File: config.mk
export PLATFORM = sky130hd
export DESIGN_NAME = encoder_bank
export DESIGN_NICKNAME = d
export VERILOG_FILES = /design/src/rtl/encoder_bank_pkg.sv /design/src/rtl/encoder_channel.sv /design/src/rtl/encoder_bank.sv
export SDC_FILE = /design/constraint.sdc
export NUM_CORES = 1
export LEC_CHECK = 0
export BUFFER_PORTS_ARGS = -buffer_cell sky130_fd_sc_hd__buf_2
export CAP_MARGIN = 40
export CORE_UTILIZATION = 40
export CTS_CLUSTER_DIAMETER = 120
export DETAILED_ROUTE_END_ITERATION = 7
export SLEW_MARGIN = 5
export SYNTH_ARGS = -nofsm -noshare
export SYNTH_HDL_FRONTEND = slang
export SYNTH_SLANG_ARGS = --single-unit
File: constraint.sdc
create_clock -name clk -period 6.9 [get_ports clk]
set_input_delay 1.38 -clock clk [delete_from_list [all_inputs] [get_ports clk]]
set_output_delay 1.38 -clock clk [all_outputs]
set_load 0.005 [all_outputs]
File: src/rtl/encoder_bank_pkg.sv
// encoder_bank shared types: quadrature phase codes,
// step direction codes and filter counter sizing.
package encoder_bank_pkg;

  localparam logic [1:0] PH_00 = 2'b00;
  localparam logic [1:0] PH_10 = 2'b10;
  localparam logic [1:0] PH_11 = 2'b11;
  localparam logic [1:0] PH_01 = 2'b01;

  typedef enum logic [1:0] {
    DIR_NONE = 2'd0,
    DIR_UP   = 2'd1,
    DIR_DOWN = 2'd2
  } dir_e;

  // Run counter only needs to reach len-1.
  function automatic int filt_cnt_w(input int len);
    return (len <= 2) ? 1 : $clog2(len);
  endfunction

  // Forward order is 00 -> 10 -> 11 -> 01 -> 00.
  function automatic dir_e decode(
    input logic [1:0] prev,
    input logic [1:0] cur
  );
    dir_e d;
    d = DIR_NONE;
    case ({prev, cur})
      {PH_00, PH_10},
      {PH_10, PH_11},
      {PH_11, PH_01},
      {PH_01, PH_00}: d = DIR_UP;
      {PH_10, PH_00},
      {PH_11, PH_10},
      {PH_01, PH_11},
      {PH_00, PH_01}: d = DIR_DOWN;
      default:        d = DIR_NONE;
    endcase
    return d;
  endfunction

endpackage

File: src/rtl/encoder_channel.sv
// One encoder channel: sync, glitch filter, decode,
// detent scaling, count, sticky err, switch debounce.
// Ports: clk, reset (async, active-low), a/b/sw raw
// pins, wrap mode, tick (debounce sample strobe),
// load/load_value preload; count, changed, press, err.
// Switch logic is built only with ENCODER_BANK_SWITCH_EN.
module encoder_channel
  import encoder_bank_pkg::*;
#(
  parameter int BITS       = 8,
  parameter int FILTER_LEN = 4,
  parameter int STEP_SHIFT = 2
) (
  input  logic            clk,
  input  logic            reset,
  input  logic            a,
  input  logic            b,
  input  logic            sw,
  input  logic            wrap,
  input  logic            tick,
  input  logic            load,
  input  logic [BITS-1:0] load_value,
  output logic [BITS-1:0] count,
  output logic            changed,
  output logic            press,
  output logic            err
);

  localparam int CW = filt_cnt_w(FILTER_LEN);
  localparam int AW = (STEP_SHIFT > 0) ? STEP_SHIFT : 1;
  localparam logic [AW-1:0] ACC_MAX =
    AW'((1 << STEP_SHIFT) - 1);
  localparam logic [CW-1:0] RUN_END = CW'(FILTER_LEN - 1);
  localparam logic [BITS-1:0] CNT_MAX = '1;

  logic [1:0]      s1, s2, filt, prev;
  logic [CW-1:0]   run [2];
  logic [AW-1:0]   acc, acc_nxt;
  logic [BITS-1:0] cnt_nxt;
  logic            step_up, step_dn, jump;
  dir_e            dir;

  always_ff @(posedge clk or negedge reset) begin
    if (!reset) begin
      s1 <= 2'b00;
      s2 <= 2'b00;
    end else begin
      s1 <= {a, b};
      s2 <= s1;
    end
  end

  // Level accepted after FILTER_LEN cycles of disagreement.
  always_ff @(posedge clk or negedge reset) begin
    if (!reset) begin
      filt   <= PH_00;
      run[0] <= '0;
      run[1] <= '0;
    end else begin
      for (int k = 0; k < 2; k++) begin
        if (s2[k] == filt[k]) begin
          run[k] <= '0;
        end else if (run[k] == RUN_END) begin
          filt[k] <= s2[k];
          run[k]  <= '0;
        end else begin
          run[k] <= run[k] + CW'(1);
        end
      end
    end
  end

  always_comb begin
    dir     = decode(prev, filt);
    jump    = (prev ^ filt) == 2'b11;
    acc_nxt = acc;
    step_up = 1'b0;
    step_dn = 1'b0;
    unique case (1'b1)
      dir == DIR_UP: begin
        if (acc == ACC_MAX) begin
          step_up = 1'b1;
          acc_nxt = '0;
        end else begin
          acc_nxt = acc + AW'(1);
        end
      end
      dir == DIR_DOWN: begin
        if (acc == '0) begin
          step_dn = 1'b1;
          acc_nxt = ACC_MAX;
        end else begin
          acc_nxt = acc - AW'(1);
        end
      end
      default: ;
    endcase
    cnt_nxt = count;
    if (step_up && (wrap || count != CNT_MAX))
      cnt_nxt = count + BITS'(1);
    if (step_dn && (wrap || count != '0))
      cnt_nxt = count - BITS'(1);
  end

  always_ff @(posedge clk or negedge reset) begin
    if (!reset) begin
      prev    <= PH_00;
      acc     <= '0;
      count   <= '0;
      changed <= 1'b0;
      err     <= 1'b0;
    end else begin
      prev    <= filt;
      changed <= 1'b0;
      if (load) begin
        count <= load_value;
        acc   <= '0;
        err   <= 1'b0;
      end else begin
        count   <= cnt_nxt;
        acc     <= acc_nxt;
        changed <= cnt_nxt != count;
        if (jump) err <= 1'b1;
      end
    end
  end

`ifdef ENCODER_BANK_SWITCH_EN
  logic [1:0] sws;
  logic [2:0] sh;

  // Newest sample enters at bit 0.
  always_ff @(posedge clk or negedge reset) begin
    if (!reset) begin
      sws   <= 2'b00;
      sh    <= 3'b000;
      press <= 1'b0;
    end else begin
      sws   <= {sws[0], sw};
      press <= 1'b0;
      if (tick) begin
        sh    <= {sh[1:0], sws[1]};
        press <= {sh[1:0], sws[1]} == 3'b011;
      end
    end
  end
`else
  logic unused_sw;
  assign unused_sw = sw ^ tick;
  assign press     = 1'b0;
`endif

endmodule

File: src/rtl/encoder_bank.sv
// Bank of NUM_ENC quadrature encoder front-ends with
// shared debounce prescaler and preload decode.
// Ports: clk, reset (async, active-low), enc_a/enc_b/
// enc_sw raw pins, wrap per channel, load_en/load_sel/
// load_value preload; count (BITS per channel), changed,
// press, err. ENCODER_BANK_SWITCH_EN builds switch logic.
module encoder_bank
  import encoder_bank_pkg::*;
#(
  parameter int NUM_ENC       = 2,
  parameter int BITS          = 8,
  parameter int FILTER_LEN    = 4,
  parameter int STEP_SHIFT    = 2,
  parameter int DEBOUNCE_BITS = 16
) (
  input  logic                    clk,
  input  logic                    reset,
  input  logic [NUM_ENC-1:0]      enc_a,
  input  logic [NUM_ENC-1:0]      enc_b,
  input  logic [NUM_ENC-1:0]      enc_sw,
  input  logic [NUM_ENC-1:0]      wrap,
  input  logic                    load_en,
  input  logic [2:0]              load_sel,
  input  logic [BITS-1:0]         load_value,
  output logic [NUM_ENC*BITS-1:0] count,
  output logic [NUM_ENC-1:0]      changed,
  output logic [NUM_ENC-1:0]      press,
  output logic [NUM_ENC-1:0]      err
);

  logic tick;

`ifdef ENCODER_BANK_SWITCH_EN
  logic [DEBOUNCE_BITS-1:0] pre;

  always_ff @(posedge clk or negedge reset) begin
    if (!reset) pre <= '0;
    else        pre <= pre + DEBOUNCE_BITS'(1);
  end

  assign tick = &pre;
`else
  localparam int unused_debounce = DEBOUNCE_BITS;
  assign tick = 1'b0;
`endif

  // Channel index match doubles as the range check.
  for (genvar i = 0; i < NUM_ENC; i++) begin : g_ch
    encoder_channel #(
      .BITS       (BITS),
      .FILTER_LEN (FILTER_LEN),
      .STEP_SHIFT (STEP_SHIFT)
    ) u_ch (
      .clk        (clk),
      .reset      (reset),
      .a          (enc_a[i]),
      .b          (enc_b[i]),
      .sw         (enc_sw[i]),
      .wrap       (wrap[i]),
      .tick       (tick),
      .load       (load_en && (load_sel == 3'(i))),
      .load_value (load_value),
      .count      (count[i*BITS +: BITS]),
      .changed    (changed[i]),
      .press      (press[i]),
      .err        (err[i])
    );
  end

endmodule

==> qor.yml, run 1 <==
critical_path:
  r2r-start: "g_ch[1].u_ch.filt[1]$_DFFE_PN0P_"
  crit_start: "wrap[0]"
  critPathBufInv: 1
  reg2reg_depth: 8
  endpoint: "g_ch[0].u_ch.count[5]$_DFF_PN0_"
  reg2reg_to: "g_ch[1].u_ch.count[3]$_DFF_PN0_"
  critPathCaptureType: "register"
  critical-path-max-stage-delay_ps: 370
  required_ps: 7100
  cp_num_cells: 6
  cp.arrival_ps: 2740
  worstSetupPathType: "in2reg"
  ff2ff_setup_slack_ps: 4490
  crit_chain: "buf_2 -> nor4b_4 -> a21oi_1 -> nor4b_2 -> mux2i_1 -> nand2_1"
  crit_family: "simple AND/OR/NAND/NOR gates"
  start_kind: "primary input"
  cpMaxStageDelayCell: "nor4b_4"
  critPathMaxFanout: 5
yosys:
  synth.distinct_cells: 53
  netlist_top_cells_count: "48 x dfrtp_1, 22 x nor2_1, 19 x nand2_1"
  synth_seq_area_share_pct: 42.7
  ys_top_cells_by_area: "dfrtp_1 43%, ha_1 7.1%, xor2_1 5.6%"
  avgSynthCellArea_um2: 9.83
  synthSimpleGateAreaFrac_pct: 19.0
  synth.largest_area_cell: "dfrtp_1"
  synth_top_family_by_area: "simple AND/OR/NAND/NOR gates"
  synth_top_area_share_pct: 42.7
  synth_compound_area_share_pct: 13.4
  synthCells: 286
  synth_ff_type: "dfrtp_1"
  synth_edf_count: 0
  ys.warnings.count: 0
  synthMuxAreaShare_pct: 2.67
  synth-xor-area-share_pct: 9.66
  synth.cell_area_um2: 2810
  async_flop_share_pct: 100
  synth.most_common_cell: "dfrtp_1"
  synth_fa_ha_area_share_pct: 7.12
  synth-seq-cells: 48
global_routing:
  gr-total-overflow: 0
  grt_use_total_pct: 15.8
  grt_pass1_vias: 1941
  grt_pass1_wl_um: 9050
  grt_max_degree: 49
  antenna_found_initial: 0
drt:
  dr.pass1.iters: 4
  totalWireLength_um: 5600
  detailroute.via_count: 2164
  drc: 0
  wl_per_cell_um: 13.5
  drt_iter0_drc: 121
  final_antenna_net_count: 0
  viasPerCell: 5.23
clock_tree:
  ctsResizeCount: 0
  cts_htree_levels: 2
  worstSkewPairLatency_ps: 300
  cts_sinks: 48
  cts_root_buf: "clkbuf_8"
  post_cts_buffers: 0
  cts_tree: "done"
  cts_buffers: 5
  clk_path_buf_depth: 2
  clk_pin_slew_worst_paths_ps: 90
  cts_hold_buf: 0
timing:
  period_needed_ps: 2540
  slew_violations: 0
  tns_ps: 0
  final_hold_viol_count: 0
  worstMarginPinSlew_ps: 610
  setup_violations: 0
  fmax_ghz: 0.393
  rsz0062_at_grt: "no"
  relSlewSlack_pct: 59.3
  finalCritPeriodShare_pct: 36.8
  clock_skew_ps: 8.19
power:
  internal_power_mw: 0.850
  p_seq_share_pct: 38.0
  powerDensity_nw_per_um2: 445
  switching_power_mw: 0.579
  p_sw_share_pct: 40.5
  ir_drop_mv: 0.173
  clkPwrFrac_pct: 16.8
  combPwrFrac_pct: 45.2
  leakage_nw: 1.40
cells_and_area:
  drive_gt1_share_pct: 19.8
  nFillCells: 659
  n_antenna_cell: 0
  seq_area_um2: 1200
  stdcell_count: 414
  syn2layout_area_growth_pct: 14.1
  multiInputGateArea_um2: 1480
  fin_nets: 356
placement:
  dp.cells: 407
  gp_congestion: 0.839
  dpl.hpwl_um: 4100
  io_buffers: 39
outcome:
  status: "completed"
hold_path:
  hp-class: "reg2reg"
  holdPathStages: 0
floorplan:
  start_util_pct: 41.4
  boundaryPins: 44
  rows: 30
  die_y_um: 85.8
  die_w_um: 85.8
  core_region_area_um2: 6790
  die_area_um2: 7370
flow_run:
  drv_cap: 0
## layer usage
metal	routed length [um]	part of all wire (%)	global-route usage [%]	up-vias
met2	2540	45	25.2	54
met3	204	3.6	2.69	6
li1	-	-	-	1063
met4	70	1.2	5.45	0
met1	2790	50	21.9	1041
met5	0	0	0	-
## flip-flops by register name, summed over array words and instances (netlist names)
signal             count
g_ch.u_ch.count       16
g_ch.u_ch.acc          4
g_ch.u_ch.err          2
g_ch.u_ch.s2           4
g_ch.u_ch.run          8
g_ch.u_ch.prev         4
g_ch.u_ch.filt         4
g_ch.u_ch.s1           4
g_ch.u_ch.changed      2
## power groups by stage
| stage | clock network (mW) | registers, mW | logic [mW] |
|---|---|---|---|
| floorplan | 0 | 0.481 | 0.553 |
| global placement | 0 | 0.544 | 0.631 |
| detailed placement | 0 | 0.549 | 0.644 |
| CTS | 0.247 | 0.544 | 0.649 |
| global route | 0.254 | 0.564 | 0.730 |
| finish | 0.240 | 0.543 | 0.645 |
## worst register-to-register path: stages, from the launching register on
cell and delay (ps):
dfrtp_1 480, xor2_1 200, nor2_1 140, ha_1 260, nand2_2 160, a31o_4 260
or4_1 420, and3_1 210, o31ai_2 200
## cells in the final DEF, fill, tap and decap left out, types with 2 or more instances in the layout
cell type  netlist  layout
a21oi_1         18      18
and3_1           2       2
xnor2_1         13      13
nand3_1          6       6
o21a_1           3       3
mux2_2           4       4
clkbuf_8         0       5
dfrtp_1         48      48
and4_1           2       2
nor3_1           9       9
nor4b_2          2       3
o22ai_1          2       2
and2_1           2       2
buf_4            6       3
a31oi_1          5       5
or4_1            2       2
conb_1           1       2
nand4_1          7       7
inv_1           15      15
buf_2            4      39
a32oi_1          2       2
bufinv_16        0       2
o21ai_1          3       3
o21ai_0         10      10
mux2i_1          3       3
xor2_1          18      18
nor2b_1          7       7
nor2_1          22      22
a211oi_1         3       3
ha_1            16      16
nand2_1         19      19
## worst min-delay path by stage
stage / startpoint / end / slack (ps)
2_1_floorplan: g_ch[0].u_ch.s1[0]$_DFF_PN0_ / g_ch[0].u_ch.s2[0]$_DFF_PN0_ / 330
3_3_place_gp: g_ch[0].u_ch.s1[0]$_DFF_PN0_ / g_ch[0].u_ch.s2[0]$_DFF_PN0_ / 330
3_5_place_dp: g_ch[0].u_ch.s1[0]$_DFF_PN0_ / g_ch[0].u_ch.s2[0]$_DFF_PN0_ / 340
4_1_cts: g_ch[0].u_ch.s1[0]$_DFF_PN0_ / g_ch[0].u_ch.s2[0]$_DFF_PN0_ / 360
5_1_grt: g_ch[0].u_ch.s1[0]$_DFF_PN0_ / g_ch[0].u_ch.s2[0]$_DFF_PN0_ / 360
6_report: g_ch[0].u_ch.s1[0]$_DFF_PN0_ / g_ch[0].u_ch.s2[0]$_DFF_PN0_ / 350
## stage by stage
stage	hold WS (ps)	area, um2	setup slack, ps	power (mW)	utilization, %
after CTS	356	3210	4390	1.44	47.2
after floorplan	331	2820	4320	1.03	-
after global routing	365	3210	4250	1.55	47.2
final	353	3210	4360	1.43	47.2
after global placement	332	3080	4050	1.18	45.3
after detailed placement	336	3080	4060	1.19	45.3
## final cells by class
class	count	share of cell area [%]
clock inverter	2	1.87
tap	96	3.74
inverter	15	1.76
timing repair buffer	42	6.79
sequential	48	37.4
multi-input combinational	206	46.3
clock buffer	5	2.15
## cell families (layout without fill, tap and decap cells)
logic type / Yosys count / in the layout
AOI/OAI and AO/OA: 58 / 58
xor gates and xnor gates: 31 / 31
adders and majority gates: 16 / 16
buffers and inverters: 33 / 64
DFF: 48 / 48
muxes: 7 / 7
other: 1 / 2
and+or+nand+nor: 92 / 92
No activity file was read; power rests on OpenSTA's default activity.
==> run 2, diff against run 1 <==
==> constraint.sdc (replaced) <==
create_clock -name clk -period 2.3 [get_ports clk]
set_input_delay 0.46 -clock clk [delete_from_list [all_inputs] [get_ports clk]]
set_output_delay 0.46 -clock clk [all_outputs]
set_load 0.005 [all_outputs]
==> run 2 against run 1 <==
Sequential power increased to 2.8 times the previous value. Count of clock-buffer cells in the layout stayed put. Critical path type is now reg2reg. Register-to-register slack lost 4400 ps. Die area is the same. Final cell count rose by 3.1%.
==> qor.yml, run 2 (synthesis results as in run 1) <==
clock_tree:
  clk_path_buf_depth: 2  # unchanged
  cts_buffers: 5  # unchanged
  cts_hold_buf: 0  # unchanged
  clk_pin_slew_worst_paths_ps: 90  # about the same
  cts_htree_levels: 2  # unchanged
  cts_root_buf: "clkbuf_8"
  cts_tree: "done"
  cts_sinks: 48  # unchanged
  worstSkewPairLatency_ps: 300  # about the same
power:
  leakage_nw: 1.44  # +2.8%
  combPwrFrac_pct: 52.5  # +7.3 points
  p_sw_share_pct: 42.1  # +1.6 points
  ir_drop_mv: 0.513  # +200%
  internal_power_mw: 2.47  # +190%
  clkPwrFrac_pct: 11.4  # -5.4 points
  p_seq_share_pct: 36.1  # -1.9 points
  switching_power_mw: 1.80  # +210%
  powerDensity_nw_per_um2: 1300  # +190%
floorplan:
  start_util_pct: 41.4  # unchanged
  die_area_um2: 7370  # unchanged
  die_y_um: 85.8  # unchanged
  rows: 30  # unchanged
  die_w_um: 85.8  # unchanged
  core_region_area_um2: 6790  # unchanged
  boundaryPins: 44  # unchanged
critical_path:
  critPathCaptureType: "register"
  crit_family: "simple AND/OR/NAND/NOR gates"
  critical-path-max-stage-delay_ps: 420  # +50 ps
  cpMaxStageDelayCell: "dfrtp_1"
  start_kind: "register"
  cp.arrival_ps: 2390  # -350 ps
  required_ps: 2510  # -4590 ps
  critPathMaxFanout: 4  # -1
  worstSetupPathType: "reg2reg"
  critPathBufInv: 0  # -1
  crit_chain: "xor2_1 -> nor2_1 -> ha_2 -> nand2_2 -> a31o_4 -> or4_4 -> and3_1 -> o31ai_2"
hold_path:
  hp-class: "in2async"
cells_and_area:
  final_common_cell: "dfrtp_1"
  top_regs: "g_ch.u_ch.count (16), g_ch.u_ch.run (8)"
  largest_reg_flops: 16  # unchanged
  mostFrequentLayoutCells: "48 x dfrtp_1, 39 x buf_2, 22 x nor2_1, 19 x nand2_1, 18 x xor2_1"
  drive_gt1_share_pct: 24.5  # +4.7 points
  syn2layout_area_growth_pct: 16.5
  seq_area_um2: 1200  # unchanged
  n_antenna_cell: 0  # unchanged
  top_register: "g_ch.u_ch.count"
  stdcell_count: 427  # +3.1%
  nFillCells: 647  # -1.8%
  multiInputGateArea_um2: 1500  # +1.2%
  fin_nets: 369  # +3.7%
timing:
  fmax_ghz: 0.459
  final_hold_viol_count: 0  # unchanged
  fin_ws_ps: 122  # -4240 ps
  clock_skew_ps: 11.5  # +3.34 ps
  setup_violations: 0  # unchanged
  period_needed_ps: 2180
  finalCritPeriodShare_pct: 94.7
  slew_violations: 0  # unchanged
drt:
  totalWireLength_um: 5970  # +6.6%
  wl_per_cell_um: 14.0  # +3.3%
  viasPerCell: 5.15  # -1.5%
  final_antenna_net_count: 0  # unchanged
  drt_iter0_drc: 89  # -26%
  dr.pass1.iters: 4  # unchanged
  drc: 0  # unchanged
  detailroute.via_count: 2198  # +1.6%
placement:
  pre_cts_ws_ps: 105  # -3950 ps
  dpl.hpwl_um: 4520  # +10%
  io_buffers: 39  # unchanged
  dp.cells: 419  # +2.9%
  gp_congestion: 0.883  # +5.3%
global_routing:
  grt_pass1_vias: 2052  # +5.7%
  gr-total-overflow: 0  # unchanged
  antenna_found_initial: 0  # unchanged
  grt_use_total_pct: 17.0  # +1.2 points
  grt_pass1_wl_um: 9810  # +8.4%
  grt_max_degree: 22  # -55%
outcome:
  status: "completed"
flow_run:
  drv_cap: 0  # unchanged
run 2: through the flow:
stage | util (%) | total power [mW] | hold slack, ps | setup TNS [ps] | instance area [um2]
final | 48.2 | 4.27 | 66.4 | 0 | 3280
after global routing | 48.2 | 4.66 | 85.1 | -2.03 | 3280
after CTS | 47.8 | 4.26 | 79.6 | 0 | 3250
after detailed placement | 46.6 | 3.75 | 336 | 0 | 3170
after global placement | 46.6 | 3.68 | 332 | 0 | 3170
after floorplan | - | 3.10 | 164 | 0 | 2820
run 2: worst paths after layout:
kind	start	to	slack (ps)	cells past startpoint
worst max-delay path	g_ch[1].u_ch.filt[1]$_DFFE_PN0P_	g_ch[1].u_ch.count[3]$_DFF_PN0_	120	8
worst min-delay path	reset	g_ch[0].u_ch.count[1]$_DFF_PN0_	70	1
worst max register to register	g_ch[1].u_ch.filt[1]$_DFFE_PN0P_	g_ch[1].u_ch.count[3]$_DFF_PN0_	120	8
worst min register to register	g_ch[1].u_ch.s1[0]$_DFF_PN0_	g_ch[1].u_ch.s2[0]$_DFF_PN0_	350	0
max in group asynchronous	reset	g_ch[0].u_ch.prev[1]$_DFF_PN0_	1660	2
min in group clk	enc_b[0]	g_ch[0].u_ch.s1[0]$_DFF_PN0_	260	1
run 2: routing by layer:
layer / track usage (%) / share of wire [%] / routed length, um
met3: 3.08 / 3.7 / 223
met4: 4.55 / 0.69 / 41
met2: 27.4 / 47 / 2810
met5: 0 / 0 / 0
met1: 23.7 / 49 / 2900
run 2: worst reg2reg max path: cells and delay by family, from the launching register on:
kind / cells / cell delay (ps)
and+or+nand+nor: 4 / 860
AOI/OAI and AO/OA: 2 / 420
adders and majority gates: 1 / 230
DFF: 1 / 420
xor gates and xnor gates: 1 / 170
run 2: timing repair:
item,in CTS,in global routing
buffers inserted,0,1
resized for setup,0,5
setup endpoints to repair,0,5
run 2: final cells by class:
class / count / share of cell area (%)
tap: 96 / 3.67
sequential: 48 / 36.7
inverter: 15 / 1.72
multi-input combinational: 206 / 45.8
clock inverter: 2 / 0.382
timing repair buffer: 55 / 9.63
clock buffer: 5 / 2.10
run 2: power by group through the flow:
stage	clock network, mW	registers [mW]	logic, mW
after floorplan	0	1.44	1.66
final	0.486	1.54	2.24
after global routing	0.535	1.59	2.54
after global placement	0	1.55	2.14
after CTS	0.506	1.55	2.21
after detailed placement	0	1.56	2.19
